### src/rtl/dsadc_bcd_counter_pkg.sv
// dsadc_pkg: shared types and constants for the dual-slope ADC BCD time base.
//   DIGIT_W     - width of one BCD decade
//   BCD_MAX     - highest legal decade value
//   WRAP_SAT    - saturation value of the full-scale wrap counter
//   bcd_digit_t - one decade
//   wrap_cnt_t  - full-scale wrap counter
package dsadc_pkg;

    localparam int unsigned DIGIT_W = 4;
    localparam logic [DIGIT_W-1:0] BCD_MAX = 4'd9;

    typedef logic [DIGIT_W-1:0] bcd_digit_t;
    typedef logic [1:0]         wrap_cnt_t;

    localparam wrap_cnt_t WRAP_SAT = 2'd3;

endpackage

### src/rtl/dsadc_bcd_counter_digit.sv
// dsadc_bcd_digit: one BCD decade of the time-base counter.
//   clk       - system clock, rising edge
//   rst_n     - synchronous active-low reset
//   clr       - synchronous clear (conversion restart)
//   inc       - increment request (carry in)
//   digit     - current decade value, 0..9
//   carry_out - combinational carry to the next decade (inc while at 9)
module dsadc_bcd_digit
    import dsadc_pkg::*;
(
    input  logic               clk,
    input  logic               rst_n,
    input  logic               clr,
    input  logic               inc,
    output logic [DIGIT_W-1:0] digit,
    output logic               carry_out
);

    // Illegal codes 10..15 behave as 9 so a corrupted decade recovers on
    // its next increment instead of counting through garbage.
    logic at_max;

    assign at_max    = (digit >= BCD_MAX);
    assign carry_out = inc && at_max;

    always_ff @(posedge clk) begin
        if (!rst_n) begin
            digit <= '0;
        end else if (clr) begin
            digit <= '0;
        end else if (inc) begin
            digit <= at_max ? '0 : digit + 4'd1;
        end
    end

endmodule

### src/rtl/dsadc_bcd_counter.sv
// dsadc_bcd_counter: decade time base for the dual-slope ADC.
// Counts clock cycles for integrate and run-down, pulses enb_3 on the first
// full-scale wrap, and latches the run-down count when enb_0 falls.
//   clk          - system clock, rising edge
//   rst_n        - synchronous active-low global reset
//   rst_s        - synchronous clear of the conversion counter (from FSM)
//   enb_0        - count enable (from FSM)
//   enb_3        - one-cycle pulse at the first full-scale wrap
//   count_bcd    - live count, digit 0 in bits [3:0]
//   result_bcd   - latched conversion result
//   result_over  - over-range flag belonging to result_bcd
//   result_valid - one-cycle pulse when result_bcd/result_over update
module dsadc_bcd_counter
    import dsadc_pkg::*;
#(
    parameter int unsigned N_DIGITS = 3
) (
    input  logic                        clk,
    input  logic                        rst_n,
    input  logic                        rst_s,
    input  logic                        enb_0,
    output logic                        enb_3,
    output logic [DIGIT_W*N_DIGITS-1:0] count_bcd,
    output logic [DIGIT_W*N_DIGITS-1:0] result_bcd,
    output logic                        result_over,
    output logic                        result_valid
);

    logic [N_DIGITS:0] carry;
    logic              wrap;
    logic              fall;
    logic              enb_0_d;
    logic              ovf_flag;
    wrap_cnt_t         wrap_cnt;

    // Carries are combinational through every decade, so all digits move on
    // the same edge and the top carry is exactly the all-9s wrap event.
    assign carry[0] = enb_0;

    for (genvar g = 0; g < N_DIGITS; g++) begin : g_digit
        dsadc_bcd_digit u_digit (
            .clk       (clk),
            .rst_n     (rst_n),
            .clr       (rst_s),
            .inc       (carry[g]),
            .digit     (count_bcd[DIGIT_W*g +: DIGIT_W]),
            .carry_out (carry[g+1])
        );
    end

    assign wrap = carry[N_DIGITS];
    assign fall = enb_0_d && !enb_0;

    always_ff @(posedge clk) begin
        if (!rst_n) begin
            enb_0_d      <= 1'b0;
            result_bcd   <= '0;
            result_over  <= 1'b0;
            result_valid <= 1'b0;
            enb_3        <= 1'b0;
            wrap_cnt     <= '0;
            ovf_flag     <= 1'b0;
        end else begin
            enb_0_d      <= enb_0;
            result_valid <= fall;

            // The latch reads the pre-clear count and overflow state, so a
            // simultaneous rst_s still reports the finished conversion.
            if (fall) begin
                result_bcd  <= count_bcd;
                result_over <= ovf_flag || (wrap_cnt == '0);
            end

            if (rst_s) begin
                wrap_cnt <= '0;
                ovf_flag <= 1'b0;
                enb_3    <= 1'b0;
            end else begin
                enb_3 <= wrap && (wrap_cnt == '0);
                if (wrap) begin
                    if (wrap_cnt != WRAP_SAT) begin
                        wrap_cnt <= wrap_cnt + 2'd1;
                    end
                    if (wrap_cnt != '0) begin
                        ovf_flag <= 1'b1;
                    end
                end
            end
        end
    end

endmodule

### config.mk
export PLATFORM = sky130hd
export DESIGN_NAME = dsadc_bcd_counter
export DESIGN_NICKNAME = d
export VERILOG_FILES = /design/src/rtl/dsadc_bcd_counter_pkg.sv /design/src/rtl/dsadc_bcd_counter_digit.sv /design/src/rtl/dsadc_bcd_counter.sv
export SDC_FILE = /design/constraint.sdc
export NUM_CORES = 1
export LEC_CHECK = 0
export CAP_MARGIN = 20
export CORE_UTILIZATION = 50
export CTS_BUF_LIST = sky130_fd_sc_hd__clkbuf_16
export DETAILED_ROUTE_END_ITERATION = 6
export PLACE_DENSITY = 0.85
export SLEW_MARGIN = 25
export SYNTH_ARGS = -nofsm -noshare
export SYNTH_HDL_FRONTEND = slang
export SYNTH_HIERARCHICAL = 1
export SYNTH_SLANG_ARGS = --single-unit
### constraint.sdc
create_clock -name clk -period 2.7 [get_ports clk]
set_input_delay 0.54 -clock clk [delete_from_list [all_inputs] [get_ports clk]]
set_output_delay 0.54 -clock clk [all_outputs]
set_load 0.1 [all_outputs]
Word-level counts from Yosys, hierarchy flattened --
Cells that the tools add are included. Widths: inputs -> output; s select.
Cells by class: bitwise gates (word level) 1, magnitude comparators 3, reductions and logical operators 12, multiplexer cells 3, eq/ne operators 1, add/subtract/negate cells 4
Operators with widths (count):
- $add 4x1->4 const B | 3
- $ge 4x4->1 const B | 3
- $mux 4 | 3
- $logic_and 1x1->1 | 5
- $reduce_and 2->1 | 2
- $add 2x1->2 const B | 1
- $logic_not 2->1 | 1
- $ne 2x2->1 const B | 1
- $reduce_bool 2->1 | 1
- $reduce_or 2->1 | 1
- $logic_not 1->1 | 1
- $logic_or 1x1->1 | 1
- $not 1->1 | 1
Word-level totals: input bits 4, output and inout port bits 27, logic and storage cells 34, register bits 31

Logic depth before layout (Yosys ltp) --
Gate-level depths: netlist (run 1).
depth after elaboration 5, mapped depth 11, depth with buffers taken out 11

Hierarchy --
The synthesis (run 1) kept the hierarchy.
By module, submodules not included:
- dsadc_bcd_digit | area each 246.5 um^2, sequential area each 80.1 um^2, instances 3, cells an instance 27
- dsadc_bcd_counter | area each 715.7 um^2, sequential area each 380.4 um^2, instances 1, cells an instance 80

Worst setup path before layout (run 1) --
OpenSTA, ideal clock, no wires.
path type reg-to-reg, start register g_digit[0].u_digit.digit[0], end register wrap_cnt[1], clock period less this slack 2.954 ns, data required time 2.584 ns, setup time 0.116 ns, path slack -0.254 ns, buffers on the path 0, stages on the path, launching flop included 12, data arrival time 2.838 ns, cell sequence dfxtp_1 > inv_1 > ha_1 > nor3b_4 > nor2_2 > nand2_1 > nor2_2 > nand2_1 > nor2_2 > and2b_1 > mux2i_1 > nor2_1
Between the ends: longest elaborated chain between the ends 5
Ends and longest elaborated chain:
- from (decl) | RTL line dsadc_bcd_counter_digit.sv:15 | output logic [DIGIT_W-1:0] digit,
- from (signal assigned) | RTL line dsadc_bcd_counter_digit.sv:32 | digit <= at_max ? '0 : digit + 4'd1;
- $ge 4x4->1 | RTL line dsadc_bcd_counter_digit.sv:23 | assign at_max = (digit >= BCD_MAX);
- $logic_and 1x1->1 | RTL line dsadc_bcd_counter_digit.sv:24 | assign carry_out = inc && at_max;
- via carry[1] | RTL line dsadc_bcd_counter.sv:29 | logic [N_DIGITS:0] carry;
- $logic_and 1x1->1 | RTL line dsadc_bcd_counter_digit.sv:24
- via carry[2] | RTL line dsadc_bcd_counter.sv:29
- $logic_and 1x1->1 | RTL line dsadc_bcd_counter_digit.sv:24
- via carry[3] | RTL line dsadc_bcd_counter.sv:29
- $reduce_and 2->1 (no source line)
- to (signal assigned) | RTL line dsadc_bcd_counter.sv:82 | wrap_cnt <= wrap_cnt + 2'd1;
- to (decl) | RTL line dsadc_bcd_counter.sv:34 | wrap_cnt_t wrap_cnt;
The timed path passes the listed nets, and every way through them passes these cells. A chain may end at the register's enable or synchronous reset.

Worst setup path after layout (run 1) --
Same ends and word-level chain as after synthesis.

==> impl_metrics.py, run 1 <==
metrics = {
    "global_routing": {
        "antenna_found_initial": 0,
        "overflow": 0,
        "gr-usage-all-layers_pct": 22.0,
        "grt_max_degree": 20,
        "grt_pass1_wl_mm": 5.22,
        "grt_pass1_vias": 1204,
    },
    "final_layout": {
        "nets": 213,
        "nFillCells": 223,
        "final_cell_area_sq_mm": 0.00190,
        "syn_to_final_growth_pct": 30.4,
        "drive_gt1_share_pct": 24.6,
        "antennaDiodeCount": 0,
        "final_util_pct": 68.8,
    },
    "yosys": {
        "synth.area.mux_share_pct": 0.688,
        "async_flop_share_pct": 0,
        "synth-compound-area-share_pct": 17.4,
        "syn_inst": 161,
        "synth_ff_type": "dfxtp_1",
        "synthAdderAreaFrac_pct": 9.46,
        "synth-xor-area-share_pct": 0.602,
        "synthSimpleGateAreaFrac_pct": 24.1,
        "synthesis.nets": 176,
        "synth_top_family_by_area": "simple AND/OR/NAND/NOR gates",
        "mappedNetlistArea_sq_mm": 0.00146,
        "ys_warn_count": 6,
        "synth_top_area_share_pct": 42.6,
        "synth.distinct_cells": 25,
        "synth_edf_count": 0,
        "synth_common_cells": "dfxtp_1 (31), nand2_1 (31), inv_1 (15), ha_1 (11), nand2b_1 (11)",
        "yosysSeqAreaShare_pct": 42.6,
        "synth_area_per_cell_sq_um": 9.04,
        "synth.area.top_cells": "dfxtp_1 (43%), ha_1 (9.5%), nand2_1 (8.0%)",
        "synth_top_area_cell": "dfxtp_1",
        "ys_ff_latch": 31,
    },
    "timing": {
        "hold_slack_ns": 0.457,
        "slew_headroom_pct": 61.0,
        "setup_violations": 0,
        "finalClockSkew_ns": 0.00539,
        "period_share_pct": 72.7,
        "hold_violations": 0,
        "rsz0062_at_grt": "false",
        "period_needed_ns": 1.96,
        "setup_ws_ns": 0.737,
        "fin_tns_setup_ns": 0,
        "max_slew.worst_pin.slew_ns": 0.583,
        "max_clock_freq_mhz": 510,
        "slew_viol_final": 0,
    },
    "cts": {
        "htree_levels": 2,
        "root_buffer": "clkbuf_16",
        "numClockSinks": 31,
        "cts_buffer_depth": 2,
        "cts_tree": "done",
        "clkLatencyLatePin_ns": 0.27,
        "cts.clk_slew.worst_paths_ns": 0.05,
        "cts_resized": 0,
        "hold_buffers": 0,
        "postCtsSetupBuffers": 0,
        "cts_made_buffers": 5,
    },
    "route": {
        "routed_wl_mm": 3.07,
        "postRouteAntennaNets": 0,
        "vias_per_cell": 5.38,
        "drt-pass1-iter-count": 4,
        "drc": 0,
        "wire_per_inst_um": 13.4,
        "drt_iter0_drc": 28,
        "vias": 1237,
    },
    "place": {
        "dpl_worst_slack_ns": 0.506,
        "dpl_cell_area_sq_mm": 0.00173,
        "dpl.hpwl_mm": 2.20,
        "portBuffers": 30,
        "place.gp.congestion": 0.789,
    },
    "setup_path": {
        "path_class": "flip-flop to flip-flop",
        "cp_data_required_time_ns": 2.86,
        "r2r_setup_slack_ns": 0.74,
        "cp-end-kind": "flip-flop",
        "cp-start-kind": "flip-flop",
        "critPathMaxFanout": 7,
        "worstPathArrival_ns": 2.12,
    },
    "floorplanning": {
        "die_x_um": 55.9,
        "die_y_um": 55.9,
        "ios": 31,
        "num_rows": 19,
        "start_util_pct": 52.8,
        "die-area_sq_mm": 0.00313,
        "core_sq_mm": 0.00276,
    },
    "power_and_ir_drop": {
        "ir_worst_vdd_v": 0.000859,
        "leakagePower_nw": 0.737,
        "power_density_mw_per_mm2": 599,
    },
    "outcome": {
        "status": "finished clean",
    },
    "flow_run": {
        "cap_viol_max_count": 0,
    },
    "hold_path": {
        "min_path_type": "flip-flop to flip-flop",
    },
}
metal layers:
layer	share of wire, %	track usage (%)	vias to the layer above
li1	-	-	616
met1	42	24.5	589
met3	3.7	6.98	7
met2	52	36.7	25
met5	0	0	-
met4	2.0	13.2	0
sequential cells by signal (all words and copies together), names as in the netlist:
| register | flops |
|---|---|
| enb_3 | 1 |
| wrap_cnt | 2 |
| result_bcd | 12 |
| result_over | 1 |
| g_digit.u_digit/digit | 12 |
| ovf_flag | 1 |
| result_valid | 1 |
| enb_0_d | 1 |
path summary, 6_finish.rpt:
| path | endpoint | start | cells past startpoint |
|---|---|---|---|
| hold / removal | result_bcd[11]$_SDFFE_PN0P_ | result_bcd[11]$_SDFFE_PN0P_ | 2 |
| setup reg to reg | wrap_cnt[1]$_SDFFE_PP0P_ | g_digit[0].u_digit/digit[0]$_SDFFE_PP0P_ | 11 |
| hold reg to reg | result_bcd[11]$_SDFFE_PN0P_ | result_bcd[11]$_SDFFE_PN0P_ | 2 |
| setup / recovery | wrap_cnt[1]$_SDFFE_PP0P_ | g_digit[0].u_digit/digit[0]$_SDFFE_PP0P_ | 11 |
where the power goes:
group / switching [mW] / total, mW / internal [mW]
Sequential: 0.00281 / 0.464 / 0.462
Combinational: 0.0374 / 0.0558 / 0.0184
Clock: 0.188 / 0.617 / 0.429
Total: 0.228 / 1.14 / 0.909
kinds of logic (layout without fill, tap and decap cells):
family | count (synthesis) | after routing
multiplexers | 1 | 1
buffers and inverters | 18 | 56
XOR/XNOR | 1 | 1
adder cells (fa/ha/maj) | 11 | 11
flip-flops | 31 | 31
AO/OA/AOI/OAI | 37 | 37
AND/OR/NAND/NOR | 62 | 62
critical path: stages (launching register included):
cell     delay (ns)
dfxtp_2        0.39
inv_1          0.08
ha_1           0.19
nor3b_4        0.16
nor2_2         0.14
nand2_1        0.08
nor2_2         0.10
nand2_1        0.07
nor2_2         0.15
and2b_1        0.22
mux2i_1        0.21
nor2_1         0.05
through the flow:
stage	instances	power, mW
2_1_floorplan	161	0.513
4_1_cts	230	1.15
6_report	230	1.14
3_3_place_gp	222	0.528
3_5_place_dp	222	0.529
5_1_grt	230	1.18
cell type report:
class | instances | area, sq um | share of cell area, %
Inverter | 15 | 56.3 | 2.97
Timing Repair Buffer | 33 | 255 | 13.5
Sequential cell | 31 | 623 | 32.8
Clock inverter | 3 | 38.8 | 2.04
Multi-Input combinational cell | 112 | 759 | 40.0
Tap cell | 31 | 38.8 | 2.04
Clock buffer | 5 | 125 | 6.60
layout by cell type (no fill, tap or decap), types with 5 or more instances in the layout:
master     instances
a21boi_1          10
a21oi_1           10
buf_4             30
clkbuf_16          5
dfxtp_1           29
ha_1              11
inv_1             15
nand2_1           31
nand2b_1          11
nor2_1             5
o211ai_1           6
(Power assumes the default switching activity.)
==> run 2, diff against run 1 <==
--- a/config.mk
+++ b/config.mk
@@ -6,10 +6,10 @@
 export NUM_CORES = 1
 export LEC_CHECK = 0
 export CAP_MARGIN = 20
-export CORE_UTILIZATION = 50
+export CORE_UTILIZATION = 45
 export CTS_BUF_LIST = sky130_fd_sc_hd__clkbuf_16
 export DETAILED_ROUTE_END_ITERATION = 6
-export PLACE_DENSITY = 0.85
+export PLACE_DENSITY = 0.81
 export SLEW_MARGIN = 25
 export SYNTH_ARGS = -nofsm -noshare
 export SYNTH_HDL_FRONTEND = slang
==> constraint.sdc (replaced) <==
create_clock -name clk -period 1.6 [get_ports clk]
set_input_delay 0.32 -clock clk [delete_from_list [all_inputs] [get_ports clk]]
set_output_delay 0.32 -clock clk [all_outputs]
set_load 0.1 [all_outputs]
==> impl_metrics.py, run 2 (synthesized netlist as in run 1, its figures left out) <==
metrics = {
    "outcome": {
        "status": "finished, violations left",
        "violations": "negative setup slack",
    },
    "global_routing": {
        "gr-usage-all-layers_pct": 24.2,
        "overflow": 0,
        "grt_pass1_wl_mm": 6.15,
        "grt_max_degree": 14,
        "antenna_found_initial": 0,
        "grt_pass1_vias": 1378,
    },
    "setup_path": {
        "worstPathArrival_ns": 1.91,
        "ff2ff_path_depth": 11,
        "r2r_setup_slack_ns": -0.14,
        "critPathLaunch": "g_digit[0].u_digit/digit[1]$_SDFFE_PP0P_",
        "cp-end-kind": "flip-flop",
        "path_cells": "inv_2, ha_2, nor3b_4, nor2_4, nand2_2, nor2_4, nand2_2, nor2_4, and2b_2, xnor2_1, nor2_1",
        "cp-start-kind": "flip-flop",
        "r2r-end": "wrap_cnt[0]$_SDFFE_PP0P_",
        "path_class": "flip-flop to flip-flop",
        "critPathMostFrequentCell": "nor2_4",
        "critPathMaxFanout": 2,
        "crit_end": "wrap_cnt[0]$_SDFFE_PP0P_",
        "cp_data_required_time_ns": 1.76,
        "max_stage_delay_ns": 0.35,
        "timing.rr.start": "g_digit[0].u_digit/digit[1]$_SDFFE_PP0P_",
        "critPathSlowestCell": "dfxtp_4",
    },
    "timing": {
        "period_share_pct": 109,
        "finalClockSkew_ns": 0.00380,
        "setup_ws_ns": -0.141,
        "rsz0062_at_grt": "true",
        "period_needed_ns": 1.74,
        "hold_violations": 0,
        "max_slew.worst_pin.slew_ns": 0.357,
        "slew_viol_final": 0,
        "setup_violations": 8,
        "slew_headroom_pct": 76.2,
        "max_clock_freq_mhz": 574,
    },
    "route": {
        "m1WireLength_mm": 1.47,
        "vias": 1342,
        "vias_per_cell": 5.10,
        "routed_wl_mm": 3.77,
        "drt-pass1-iter-count": 4,
        "wl_met2_mm": 2.07,
        "postRouteAntennaNets": 0,
        "wire_per_inst_um": 14.3,
        "drc": 0,
        "wl_met3_um": 174,
        "highest_layer": "met4",
        "drt_iter0_drc": 56,
    },
    "cts": {
        "cts.clk_slew.worst_paths_ns": 0.05,
        "cts_tree": "done",
        "clkLatencyLatePin_ns": 0.28,
        "root_buffer": "clkbuf_16",
        "cts_buffer_depth": 2,
        "hold_buffers": 0,
        "cts_made_buffers": 5,
        "htree_levels": 2,
        "numClockSinks": 31,
    },
    "final_layout": {
        "antennaDiodeCount": 0,
        "final_cell_area_sq_mm": 0.00247,
        "nets": 233,
        "drive_gt1_share_pct": 38.8,
        "nFillCells": 187,
        "final_common_cell": "nand2_1",
        "final_cell_mix": "nand2_1 (29), buf_12 (27), dfxtp_1 (23)",
        "layout.cells.non_filler": 263,
        "largestRegisters": "g_digit.u_digit/digit (12), result_bcd (12), wrap_cnt (2)",
        "syn_to_final_growth_pct": 69.9,
    },
    "power_and_ir_drop": {
        "comb_power_share_pct": 6.9,
        "clkPwrFrac_pct": 52.1,
        "power_density_mw_per_mm2": 769,
        "pwr-share-seq_pct": 41.0,
        "leakagePower_nw": 0.920,
        "ir_worst_vdd_v": 0.000858,
        "switchingPower_uw": 409,
        "internal_power_mw": 1.49,
        "switching_share_pct": 21.5,
    },
    "floorplanning": {
        "num_rows": 20,
        "ios": 31,
        "core_sq_mm": 0.00305,
        "die_x_um": 58.9,
        "start_util_pct": 47.7,
        "die-area_sq_mm": 0.00347,
        "die_y_um": 58.9,
    },
    "place": {
        "dpl_cell_area_sq_mm": 0.00224,
        "dpl.hpwl_mm": 2.71,
        "portBuffers": 30,
        "place.gp.congestion": 0.758,
        "dp.cells": 252,
    },
    "hold_path": {
        "min_path_type": "flip-flop to flip-flop",
    },
    "flow_run": {
        "cap_viol_max_count": 0,
    },
}
[run 2: through the flow]
| step | power, mW | utilization [%] | setup WS, ns | TNS [ns] | hold slack [ns] |
|---|---|---|---|---|---|
| after floorplan | 0.862 | - | -0.603 | -2.39 | 0.438 |
| after global placement | 0.915 | 73.5 | -0.292 | -0.905 | 0.453 |
| after detailed placement | 0.919 | 73.5 | -0.389 | -1.56 | 0.471 |
| after CTS | 1.91 | 80.0 | -0.119 | -0.306 | 0.491 |
| after global routing | 1.97 | 81.0 | -0.246 | -1.31 | 0.513 |
| final | 1.90 | 81.0 | -0.141 | -0.661 | 0.494 |
[run 2: how the worst min path moves through the flow]
stage	startpoint	end	slack (ns)	cells past startpoint
4_1_cts	ovf_flag$_SDFFE_PP0P_	ovf_flag$_SDFFE_PP0P_	0.49	2
3_5_place_dp	ovf_flag$_SDFFE_PP0P_	ovf_flag$_SDFFE_PP0P_	0.47	2
2_1_floorplan	ovf_flag$_SDFFE_PP0P_	ovf_flag$_SDFFE_PP0P_	0.44	2
6_report	ovf_flag$_SDFFE_PP0P_	ovf_flag$_SDFFE_PP0P_	0.49	2
5_1_grt	g_digit[1].u_digit/digit[0]$_SDFFE_PP0P_	result_bcd[4]$_SDFFE_PN0P_	0.51	2
3_3_place_gp	ovf_flag$_SDFFE_PP0P_	ovf_flag$_SDFFE_PP0P_	0.45	2
[run 2: critical path, delay by kind of cell, from the launching register on]
family / cells / cell delay, ns
flip-flops: 1 / 0.35
XOR/XNOR: 1 / 0.17
adder cells (fa/ha/maj): 1 / 0.18
buffers and inverters: 1 / 0.05
AND/OR/NAND/NOR: 8 / 0.88
[run 2: metal layers]
layer  up-vias  track usage, %
li1        656               -
met1       640            24.7
met2        40            44.6
met3         6            8.35
met4         0            9.52
met5         -               0
[run 2: area by class of cell]
type	count	area (sq um)	share of cell area (%)
inverter	15	58.8	2.38
clock buffer	6	150	6.07
clock inverter	2	8.76	0.354
timing repair buffer	53	751	30.4
tap	44	55.1	2.23
sequential	31	638	25.8
multi-input combinational	112	811	32.8
[run 2: timing repair]
item / CTS / global route
pin swaps: 3 / 5
buffers inserted: 2 / 1
gates resized for setup: 6 / 5
setup endpoints to repair: 3 / 8
[run 2: power groups by stage]
stage | clock network (mW) | logic (mW) | registers, mW
finish | 0.992 | 0.131 | 0.779
global route | 1.05 | 0.138 | 0.779
CTS | 1.00 | 0.130 | 0.779
detailed placement | 0 | 0.124 | 0.795
global placement | 0 | 0.120 | 0.794
floorplan | 0 | 0.0397 | 0.822
